<file path="src/rtl/uart_tx_arbiter_if.sv">
// Requester and UART-side signals of the shared transmitter arbiter.
// master = arbiter side, slave = requesters plus uart side.
interface uart_tx_arbiter_if #(
   parameter int NREQ = 4,
   parameter int GW   = (NREQ > 1) ? $clog2(NREQ) : 1
);
   logic [NREQ-1:0]   req_valid;
   logic [NREQ*8-1:0] req_byte;
   logic [NREQ-1:0]   req_last;
   logic [NREQ-1:0]   req_ready;
   logic              transmit;
   logic [7:0]        tx_byte;
   logic              is_transmitting;
   logic [GW-1:0]     grant_id;
   logic              locked;
   logic              start_err;

   modport master (
      input  req_valid,
      input  req_byte,
      input  req_last,
      input  is_transmitting,
      output req_ready,
      output transmit,
      output tx_byte,
      output grant_id,
      output locked,
      output start_err
   );

   modport slave (
      output req_valid,
      output req_byte,
      output req_last,
      output is_transmitting,
      input  req_ready,
      input  transmit,
      input  tx_byte,
      input  grant_id,
      input  locked,
      input  start_err
   );
endinterface

</file>
<file path="src/rtl/uart_tx_arbiter.sv">
// Round-robin arbiter sharing one byte UART transmitter.
// Packet locking keeps multi-byte messages contiguous.
module uart_tx_arbiter #(
   parameter int NREQ      = 4,
   parameter int START_TMO = 16,
   parameter int LOCK_TMO  = 4096
) (
   input logic               clk,
   input logic               rstn,
   uart_tx_arbiter_if.master bus
);
   localparam int GW  = (NREQ > 1) ? $clog2(NREQ) : 1;
   localparam int SCW = $clog2(START_TMO + 1);
   localparam int LCW = $clog2(LOCK_TMO + 1);

   localparam logic [1:0] IDLE      = 2'd0;
   localparam logic [1:0] LOAD      = 2'd1;
   localparam logic [1:0] WAIT_BUSY = 2'd2;
   localparam logic [1:0] WAIT_IDLE = 2'd3;

   logic [1:0]      state;
   logic [GW-1:0]   ptr;
   logic [GW-1:0]   gid;
   logic [7:0]      byte_q;
   logic            lock_q;
   logic            err_q;
   logic [SCW-1:0]  wb_cnt;
   logic [LCW-1:0]  lk_cnt;

   logic            win_found;
   logic [GW-1:0]   win;
   logic [GW-1:0]   sel;
   logic [7:0]      sel_byte;
   logic            sel_last;
   logic [NREQ-1:0] ready;
   logic            xfer;
   logic            own_valid;

   // Round-robin search starting just above the last winner
   always_comb begin
      win_found = 1'b0;
      win       = '0;
      for (int k = 1; k <= NREQ; k++) begin
         int j;
         j = int'(ptr) + k;
         if (j >= NREQ) j = j - NREQ;
         if (!win_found && bus.req_valid[j]) begin
            win_found = 1'b1;
            win       = GW'(j);
         end
      end
   end

   // Ready strobe: one-hot, only in IDLE with the uart quiet
   always_comb begin
      ready     = '0;
      own_valid = bus.req_valid[gid];
      sel       = lock_q ? gid : win;
      if (rstn && state == IDLE &&
          !bus.is_transmitting) begin
         if (lock_q) begin
            if (own_valid) ready[gid] = 1'b1;
         end else if (win_found) begin
            ready[win] = 1'b1;
         end
      end
      xfer = |ready;
   end

   // Byte and last flag of the selected requester
   always_comb begin
      sel_byte = 8'h00;
      sel_last = 1'b0;
      for (int k = 0; k < NREQ; k++) begin
         if (sel == GW'(k)) begin
            sel_byte = bus.req_byte[8*k +: 8];
            sel_last = bus.req_last[k];
         end
      end
   end

   // Byte sequencing FSM with start timeout
   always_ff @(posedge clk) begin
      if (!rstn) begin
         state  <= IDLE;
         wb_cnt <= '0;
         err_q  <= 1'b0;
      end else begin
         unique case (state)
            IDLE: begin
               if (xfer) state <= LOAD;
            end
            LOAD: begin
               wb_cnt <= '0;
               state  <= WAIT_BUSY;
            end
            WAIT_BUSY: begin
               if (bus.is_transmitting) begin
                  state <= WAIT_IDLE;
               end else if (wb_cnt ==
                            SCW'(START_TMO - 1)) begin
                  err_q <= 1'b1;
                  state <= IDLE;
               end else begin
                  wb_cnt <= wb_cnt + 1'b1;
               end
            end
            WAIT_IDLE: begin
               if (!bus.is_transmitting) state <= IDLE;
            end
            default: state <= IDLE;
         endcase
      end
   end

   // Grant bookkeeping: latch byte, owner and rr pointer
   always_ff @(posedge clk) begin
      if (!rstn) begin
         ptr    <= GW'(NREQ - 1);
         gid    <= '0;
         byte_q <= 8'h00;
      end else if (xfer) begin
         ptr    <= sel;
         gid    <= sel;
         byte_q <= sel_byte;
      end
   end

   // Packet lock with idle timeout on the owner
   always_ff @(posedge clk) begin
      if (!rstn) begin
         lock_q <= 1'b0;
         lk_cnt <= '0;
      end else if (xfer) begin
         lock_q <= !sel_last;
         lk_cnt <= '0;
      end else if (!lock_q) begin
         lk_cnt <= '0;
      end else if (state == IDLE && !own_valid) begin
         if (lk_cnt == LCW'(LOCK_TMO - 1)) begin
            lock_q <= 1'b0;
            lk_cnt <= '0;
         end else begin
            lk_cnt <= lk_cnt + 1'b1;
         end
      end
   end

   assign bus.req_ready = ready;
   assign bus.transmit  = (state == LOAD);
   assign bus.tx_byte   = byte_q;
   assign bus.grant_id  = gid;
   assign bus.locked    = lock_q;
   assign bus.start_err = err_q;
endmodule

</file>
<file path="src/flat_wrapper.sv">
// flat-port wrapper written by rule: the top's interface ports become plain ports
module uart_tx_arbiter_flat 
#(
   parameter int NREQ      = 4,
   parameter int START_TMO = 16,
   parameter int LOCK_TMO  = 4096
)
  (clk, rstn, bus_req_valid, bus_req_byte, bus_req_last, bus_is_transmitting, bus_req_ready, bus_transmit, bus_tx_byte, bus_grant_id, bus_locked, bus_start_err);
  uart_tx_arbiter_if #(.NREQ(NREQ)) bus_i ();
  input logic clk;
  input logic rstn;
  input wire logic [$bits(bus_i.req_valid)-1:0] bus_req_valid;
  input wire logic [$bits(bus_i.req_byte)-1:0] bus_req_byte;
  input wire logic [$bits(bus_i.req_last)-1:0] bus_req_last;
  input wire logic [$bits(bus_i.is_transmitting)-1:0] bus_is_transmitting;
  output wire logic [$bits(bus_i.req_ready)-1:0] bus_req_ready;
  output wire logic [$bits(bus_i.transmit)-1:0] bus_transmit;
  output wire logic [$bits(bus_i.tx_byte)-1:0] bus_tx_byte;
  output wire logic [$bits(bus_i.grant_id)-1:0] bus_grant_id;
  output wire logic [$bits(bus_i.locked)-1:0] bus_locked;
  output wire logic [$bits(bus_i.start_err)-1:0] bus_start_err;
  assign bus_i.req_valid = bus_req_valid;
  assign bus_i.req_byte = bus_req_byte;
  assign bus_i.req_last = bus_req_last;
  assign bus_i.is_transmitting = bus_is_transmitting;
  assign bus_req_ready = bus_i.req_ready;
  assign bus_transmit = bus_i.transmit;
  assign bus_tx_byte = bus_i.tx_byte;
  assign bus_grant_id = bus_i.grant_id;
  assign bus_locked = bus_i.locked;
  assign bus_start_err = bus_i.start_err;
  uart_tx_arbiter #(.NREQ(NREQ), .START_TMO(START_TMO), .LOCK_TMO(LOCK_TMO)) u_core (.clk(clk), .rstn(rstn), .bus(bus_i));
endmodule
</file>
<file path="config.mk">
export PLATFORM = sky130hd
export DESIGN_NAME = uart_tx_arbiter_flat
export DESIGN_NICKNAME = d
export VERILOG_FILES = /design/src/rtl/uart_tx_arbiter_if.sv /design/src/rtl/uart_tx_arbiter.sv /design/src/flat_wrapper.sv
export SDC_FILE = /design/constraint.sdc
export NUM_CORES = 1
export LEC_CHECK = 0
export ABC_AREA = 1
export CAP_MARGIN = 10
export CORE_MARGIN = 5
export CORE_UTILIZATION = 46
export CTS_BUF_LIST = sky130_fd_sc_hd__clkbuf_8
export DETAILED_ROUTE_END_ITERATION = 10
export PLACE_DENSITY = 0.91
export SLEW_MARGIN = 0
export SYNTH_ARGS = -nofsm -noshare
export SYNTH_HDL_FRONTEND = slang
export SYNTH_SLANG_ARGS = --single-unit
</file>
<file path="constraint.sdc">
create_clock -name clk -period 2.15 [get_ports clk]
set_input_delay 0.645 -clock clk [delete_from_list [all_inputs] [get_ports clk]]
set_output_delay 0.645 -clock clk [all_outputs]
set_load 0.02 [all_outputs]
</file>
==> results of run 1 <==
## area by class of cell
class | instances | area [sq um]
multi-input cells | 271 | 1640
repair buffers | 129 | 1180
fillers | 240 | 918
flip-flops and latches | 34 | 686
inverters | 47 | 186
well taps | 67 | 83.8
clock buffers | 6 | 82.6
clock inverters | 2 | 8.76
## cell families after synthesis
logic type / count (synthesis)
AO/OA/AOI/OAI: 31
XOR/XNOR: 7
adder cells (fa/ha/maj): 3
buffers and inverters: 55
flip-flops: 34
AND/OR/NAND/NOR: 230
## what timing repair did
item,in CTS,in global routing
setup endpoints to repair,32,31
buffers inserted,12,9
pin swaps,12,23
resized for setup,83,49
gates cloned,1,0
## sequential cells by signal (all words and copies together), names as in the netlist
signal / count
u_core.bus.tx_byte: 8
u_core.bus.grant_id: 2
u_core.ptr: 2
u_core.lk_cnt: 13
u_core.state: 2
u_core.bus.start_err: 1
u_core.wb_cnt: 5
u_core.bus.locked: 1
## per-layer routing
metal / track usage (%) / up-vias / wire length (um)
met3: 6.95 / 112 / 1190
li1: - / 1424 / -
met2: 44.9 / 287 / 5050
met4: 16.4 / 0 / 895
met5: 0 / - / 0
met1: 27.1 / 1550 / 3700
## critical path, stage by stage
cell	delay [ps]
buf_2	150
inv_1	90
nand2_2	100
nand2_1	120
nor2_1	210
nand3_2	130
nand3_1	210
nand2_2	130
nor2_4	140
buf_6	120
## how the worst max path moves through the flow
stage	cells after the start	start	slack, ps	end
finish	10	bus_req_valid[2]	-540	bus_req_ready[3]
global route	13	bus_req_valid[3]	-650	bus_req_ready[0]
CTS	14	u_core.ptr[0]$_SDFFE_PN1P_	-340	bus_req_ready[2]
detailed placement	12	bus_req_valid[3]	-1280	bus_req_ready[1]
global placement	14	bus_req_valid[3]	-1170	bus_req_ready[2]
floorplan	11	bus_req_valid[3]	-20	bus_req_ready[1]
## where the power goes
part	internal [W]	leakage [nW]	switching (W)	total, W
clock	0.000254	0.0524	0.000245	0.000499
sequential	0.000730	0.276	0.0000919	0.000822
combinational	0.00195	1.41	0.00257	0.00452
total	0.00293	1.74	0.00291	0.00584
## per-stage QoR
| step | hold slack (ps) | cell area [sq um] | setup WS [ps] |
|---|---|---|---|
| 3_3_place_gp | 436 | 3320 | -1170 |
| 3_5_place_dp | 441 | 3320 | -1280 |
| 4_1_cts | 455 | 3640 | -338 |
| 6_report | 483 | 3870 | -543 |
| 2_1_floorplan | 429 | 2310 | -23.1 |
| 5_1_grt | 519 | 3870 | -647 |
## placed cells by master (no fill, tap or decap), types with 2 or more instances in the layout
| master | Yosys | final |
|---|---|---|
| dlygate4sd2_1 | 0 | 3 |
| nand3b_1 | 2 | 2 |
| clkbuf_8 | 0 | 6 |
| clkdlybuf4s50_1 | 0 | 48 |
| nor2_2 | 7 | 9 |
| nor2_1 | 41 | 32 |
| nand2_8 | 0 | 2 |
| inv_2 | 5 | 12 |
| a21oi_2 | 1 | 3 |
| o21ai_0 | 7 | 4 |
| nand2_1 | 94 | 75 |
| nand4_1 | 14 | 14 |
| nor3_2 | 4 | 2 |
| inv_1 | 39 | 33 |
| nand3_2 | 0 | 7 |
| dfxtp_1 | 34 | 32 |
| nor3_1 | 8 | 8 |
| ha_1 | 3 | 3 |
| xor2_1 | 4 | 4 |
| and3_1 | 2 | 2 |
| nand3_1 | 39 | 31 |
| buf_8 | 0 | 2 |
| o21ai_1 | 2 | 4 |
| a21oi_1 | 13 | 10 |
| buf_6 | 2 | 13 |
| buf_4 | 2 | 57 |
| nand2_2 | 14 | 22 |
| nor3_4 | 0 | 2 |
| xnor2_1 | 3 | 3 |
| buf_2 | 3 | 4 |
| nand3_4 | 1 | 2 |
| nand2_4 | 1 | 10 |
| nor2_4 | 3 | 10 |
==> results_dict.tcl, run 1 <==
set metrics [dict create \
    synth_top_cell_area_share_pct 29.8 \
    drive_above_1_share_pct 35.4 \
    io_pins 60 \
    max_slew_margin_pct 72.7 \
    endpoint_kind "output port" \
    final_net_count 534 \
    syn2layout_area_growth_pct 69.2 \
    crit_path_start_kind "input port" \
    holdPathStages 2 \
    min_to "u_core.bus.start_err$_SDFFE_PN0P_" \
    detail-route-antenna-nets 0 \
    ir_worst_vdd_v 0.000689 \
    grt_pass1_wl_um 13000 \
    final_cells 556 \
    grt_max_degree 15 \
    syn_area_per_cell_sq_um 6.35 \
    fmax_mhz 371 \
    clk_latency_ps 310 \
    finalSetupViolCount 31 \
    yosysWarnings 0 \
    insertedDiodeCount 0 \
    place.port_buffers 59 \
    layout_setup_ws_ps -543 \
    row_count 25 \
    synth_flop_cell "dfxtp_1" \
    cts_root_buf "clkbuf_8" \
    vias 3373 \
    r2r_setup_slack_ps -440 \
    maxCapViolations 0 \
    viasPerCell 6.07 \
    critical_path_arrival_ps 2050 \
    netlist_area_sq_um 2290 \
    drtPass1Iterations 5 \
    yosys.area_share.adder_pct 1.64 \
    ys_seq_area_share_pct 29.8 \
    finalCritPeriodShare_pct 125 \
    violations "setup timing" \
    yosys-top-cells-count "94 x nand2_1, 41 x nor2_1, 39 x inv_1, 39 x nand3_1, 34 x dfxtp_1" \
    tritoncts "done" \
    path_clk_slew_ps 60 \
    wl_per_cell_um 19.5 \
    hpwl_um 5410 \
    grt_pass1_vias 2991 \
    dieArea_sq_um 6480 \
    reg2regPathDepth 19 \
    numCtsBuffers 5 \
    fin_util_pct 80.8 \
    power.density_nw_per_um2 1510 \
    slew_violations 0 \
    holdBufCountCts 0 \
    drc 0 \
    power.total_w 0.00584 \
    htree_levels 2 \
    synth_nets 406 \
    worstSetupPathType "in2out" \
    finalHoldViolCount 0 \
    die_h_um 80.5 \
    place_congestion 0.899 \
    synthSimpleGateAreaFrac_pct 47.7 \
    fp.dieW_um 80.5 \
    cp.required_ps 1500 \
    yosysTopAreaCell "dfxtp_1" \
    ctsLongestPathBuffers 2 \
    synth_xor_area_share_pct 2.68 \
    synth_compound_gate_area_share_pct 7.88 \
    async_reset_ff_share_pct 0 \
    p_leak_nw 1.74 \
    grt_util_all_layers_pct 25.7 \
    min_from "u_core.bus.start_err$_SDFFE_PN0P_" \
    synth_area_leaders "dfxtp_1 30%, nand2_1 15%, nand3_1 8.5%" \
    finalSetupTns_ps -12310 \
    placed_cells_incl_taps 529 \
    status "finished, violations left" \
    initial_core_util_pct 47.8 \
    period_minus_slack_ps 2690 \
    grt_remaining_overflow 0 \
    yosysMostFrequentCell "nand2_1" \
    wirelength_um 10800 \
    tightest_slew_ps 407 \
    synth_cell_types 37 \
    rsz0062_at_grt "true" \
    min_path_type "reg2reg" \
    drt_iter0_markers 683 \
    r2r_start "u_core.ptr[0]$_SDFFE_PN1P_" \
    antenna_found_initial 0 \
    syn_inst 360 \
    worstReg2RegEnd "u_core.bus.grant_id[1]$_SDFFE_PN0P_" \
    synth_top_family_by_area "simple AND/OR/NAND/NOR gates" \
    crit_fanout 4 \
    core-area_sq_um 4790 \
    synth_edf_count 0 \
    clock-sinks 34 \
    skew_ps 20.2 \
    synthMuxAreaShare_pct 0 \
    synth-seq-cells 34 \
]
No activity file was read; power rests on OpenSTA's default activity.
==> inputs of run 2 (changes only) <==
GPL_TIMING_DRIVEN = 0   (was not set)
==> results_dict.tcl, run 2 (synthesized netlist as in run 1, its figures left out) <==
set metrics [dict create \
    status "finished, violations left" \
    violations "setup timing" \
    clock-sinks 34 \
    die_h_um 80.5 \
    grt_pass1_vias 2667 \
    holdBufCountCts 0 \
    placed_cells_incl_taps 486 \
    largest_register "u_core.lk_cnt" \
    grt-busiest-layer "met2" \
    crit_fanout 6 \
    r2r_setup_slack_ps -420 \
    cp_top_family "simple AND/OR/NAND/NOR gates" \
    finalHoldViolCount 0 \
    place_congestion 0.911 \
    row_count 25 \
    period_minus_slack_ps 2650 \
    largest_register_ffs 13 \
    final_common_cell "nand2_1" \
    hpwl_um 4770 \
    finalCritPeriodShare_pct 123 \
    fillerInstances 314 \
    min_from "u_core.bus.start_err$_SDFFE_PN0P_" \
    vias 2945 \
    grt_pass1_wl_um 11500 \
    multi_input_area_sq_um 1620 \
    endpoint_kind "output port" \
    gr-usage-met1_pct 24.4 \
    io_pins 60 \
    crit_chain "buf_8 -> clkinv_8 -> nand2_4 -> nand2_2 -> nand2_4 -> a21boi_1 -> nand2_1 -> clkinv_2 -> nand2_4 -> nand2_1 -> nand3b_1 -> inv_2 -> buf_6" \
    grt_max_degree 11 \
    drc 0 \
    critical_path_arrival_ps 2010 \
    syn2layout_area_growth_pct 53.1 \
    antenna_found_initial 0 \
    grt_util_all_layers_pct 22.5 \
    cp.required_ps 1500 \
    skew_ps 13.6 \
    final_cell_mix "79 x nand2_1, 48 x clkdlybuf4s50_1, 35 x nor2_1" \
    slew_violations 0 \
    insertedDiodeCount 0 \
    fmax_mhz 377 \
    finalSetupViolCount 31 \
    cts_root_buf "clkbuf_8" \
    drive_above_1_share_pct 27.7 \
    finalSetupTns_ps -10050 \
    met2_usage_pct 42.1 \
    maxCapViolations 0 \
    dp_slack_ps -1360 \
    power.density_nw_per_um2 1380 \
    dieArea_sq_um 6480 \
    worstReg2RegEnd "u_core.bus.tx_byte[6]$_SDFFE_PN0P_" \
    tightest_slew_ps 489 \
    grt_util_met3_pct 4.48 \
    crit_buf_inv 5 \
    numCtsBuffers 5 \
    core-area_sq_um 4790 \
    crit_path_start_kind "flip-flop" \
    viasPerCell 5.73 \
    r2r_start "u_core.ptr[0]$_SDFFE_PN1P_" \
    drt_iter0_markers 389 \
    wirelength_um 8370 \
    rsz0062_at_grt "true" \
    crit_slowest_cell "dfxtp_2" \
    ir_worst_vdd_v 0.000566 \
    worstSetupPathType "reg2out" \
    ctsLongestPathBuffers 2 \
    min_path_type "reg2reg" \
    final_cells 514 \
    grt_remaining_overflow 0 \
    clk_latency_ps 290 \
    crit_path_frequent_cell "nand2_4" \
    seqCellArea_sq_um 684 \
    layout_setup_ws_ps -502 \
    path_clk_slew_ps 60 \
    power.total_w 0.00482 \
    place.port_buffers 59 \
    initial_core_util_pct 47.8 \
    tritoncts "done" \
    p_leak_nw 1.54 \
    holdPathStages 2 \
    wl_per_cell_um 16.3 \
    fp.dieW_um 80.5 \
    detail-route-antenna-nets 0 \
    final_net_count 494 \
    max_slew_margin_pct 67.4 \
    htree_levels 2 \
    min_to "u_core.bus.start_err$_SDFFE_PN0P_" \
    slowest_delay_ps 350 \
    reg2regPathDepth 21 \
    drtPass1Iterations 5 \
]
==> run 2: changes by cell type in the layout (fill, tap and decap cells not counted), sizes merged <==
cell           before  now
inv                47   45
dlygate4sd2         3    1
nor2               51   52
dlymetal6s2s        0    1
clkinv              2    3
clkdlybuf4s15       0    1
buf                78   35
clkbuf              6    7
==> run 2: worst max path at each step <==
stage / start / to / cells after the start
finish: u_core.ptr[0]$_SDFFE_PN1P_ / bus_req_ready[1] / 13
floorplan: bus_req_valid[3] / bus_req_ready[1] / 11
CTS: u_core.ptr[0]$_SDFFE_PN1P_ / bus_req_ready[1] / 14
detailed placement: bus_req_valid[2] / bus_req_ready[2] / 14
global placement: bus_req_valid[2] / bus_req_ready[2] / 14
global route: u_core.ptr[0]$_SDFFE_PN1P_ / bus_req_ready[1] / 13
==> run 2: layer usage <==
metal,part of all wire [%],vias to the layer above
li1,-,1344
met1,36,1368
met2,51,181
met3,7.1,52
met4,5.1,0
met5,0,-
==> run 2: stage by stage <==
stage / utilization, % / area [sq um] / hold slack, ps
floorplan: - / 2310 / 429
global placement: 62.3 / 2980 / 440
detailed placement: 62.3 / 2980 / 458
CTS: 68.6 / 3280 / 471
global route: 73.1 / 3500 / 519
finish: 73.1 / 3500 / 490
==> run 2: power by group <==
group          switching [W]  total (W)  internal, W  leakage (nW)
clock               0.000219   0.000465     0.000247        0.0431
sequential          0.000118   0.000849     0.000730         0.276
combinational        0.00215    0.00350      0.00136          1.22
==> run 2: layout make-up <==
cell class | instances | share of cell area [%]
repair inverters | 1 | 0.250
well taps | 67 | 2.40
inverters | 47 | 5.58
multi-input cells | 272 | 46.2
plain buffers | 8 | 2.11
clock buffers | 6 | 2.36
repair buffers | 79 | 21.6
flip-flops and latches | 34 | 19.6
==> run 2: timing repair <==
item | CTS | global route
pin swaps | 16 | 16
buffers inserted | 12 | 4
setup endpoints to repair | 31 | 33
resized for setup | 84 | 45
hold endpoints to repair | 0 | 0
cloned | 5 | 1
==> run 2: worst reg2reg max path, stage by stage, from the launching register on <==
cell and delay (ps):
dfxtp_2 350, buf_8 150, buf_6 100, nand2_2 50, nand2_4 70, nand2_1 50
nand2_1 100, inv_2 70, nand3_2 80, nand2_2 80, buf_4 140, buf_4 120
buf_4 120, buf_4 130, nand3_2 80, nand2_4 110, buf_6 160, nor2_4 170
nand2_1 100, nand4_1 110, nor2_1 50, nor2_1 100
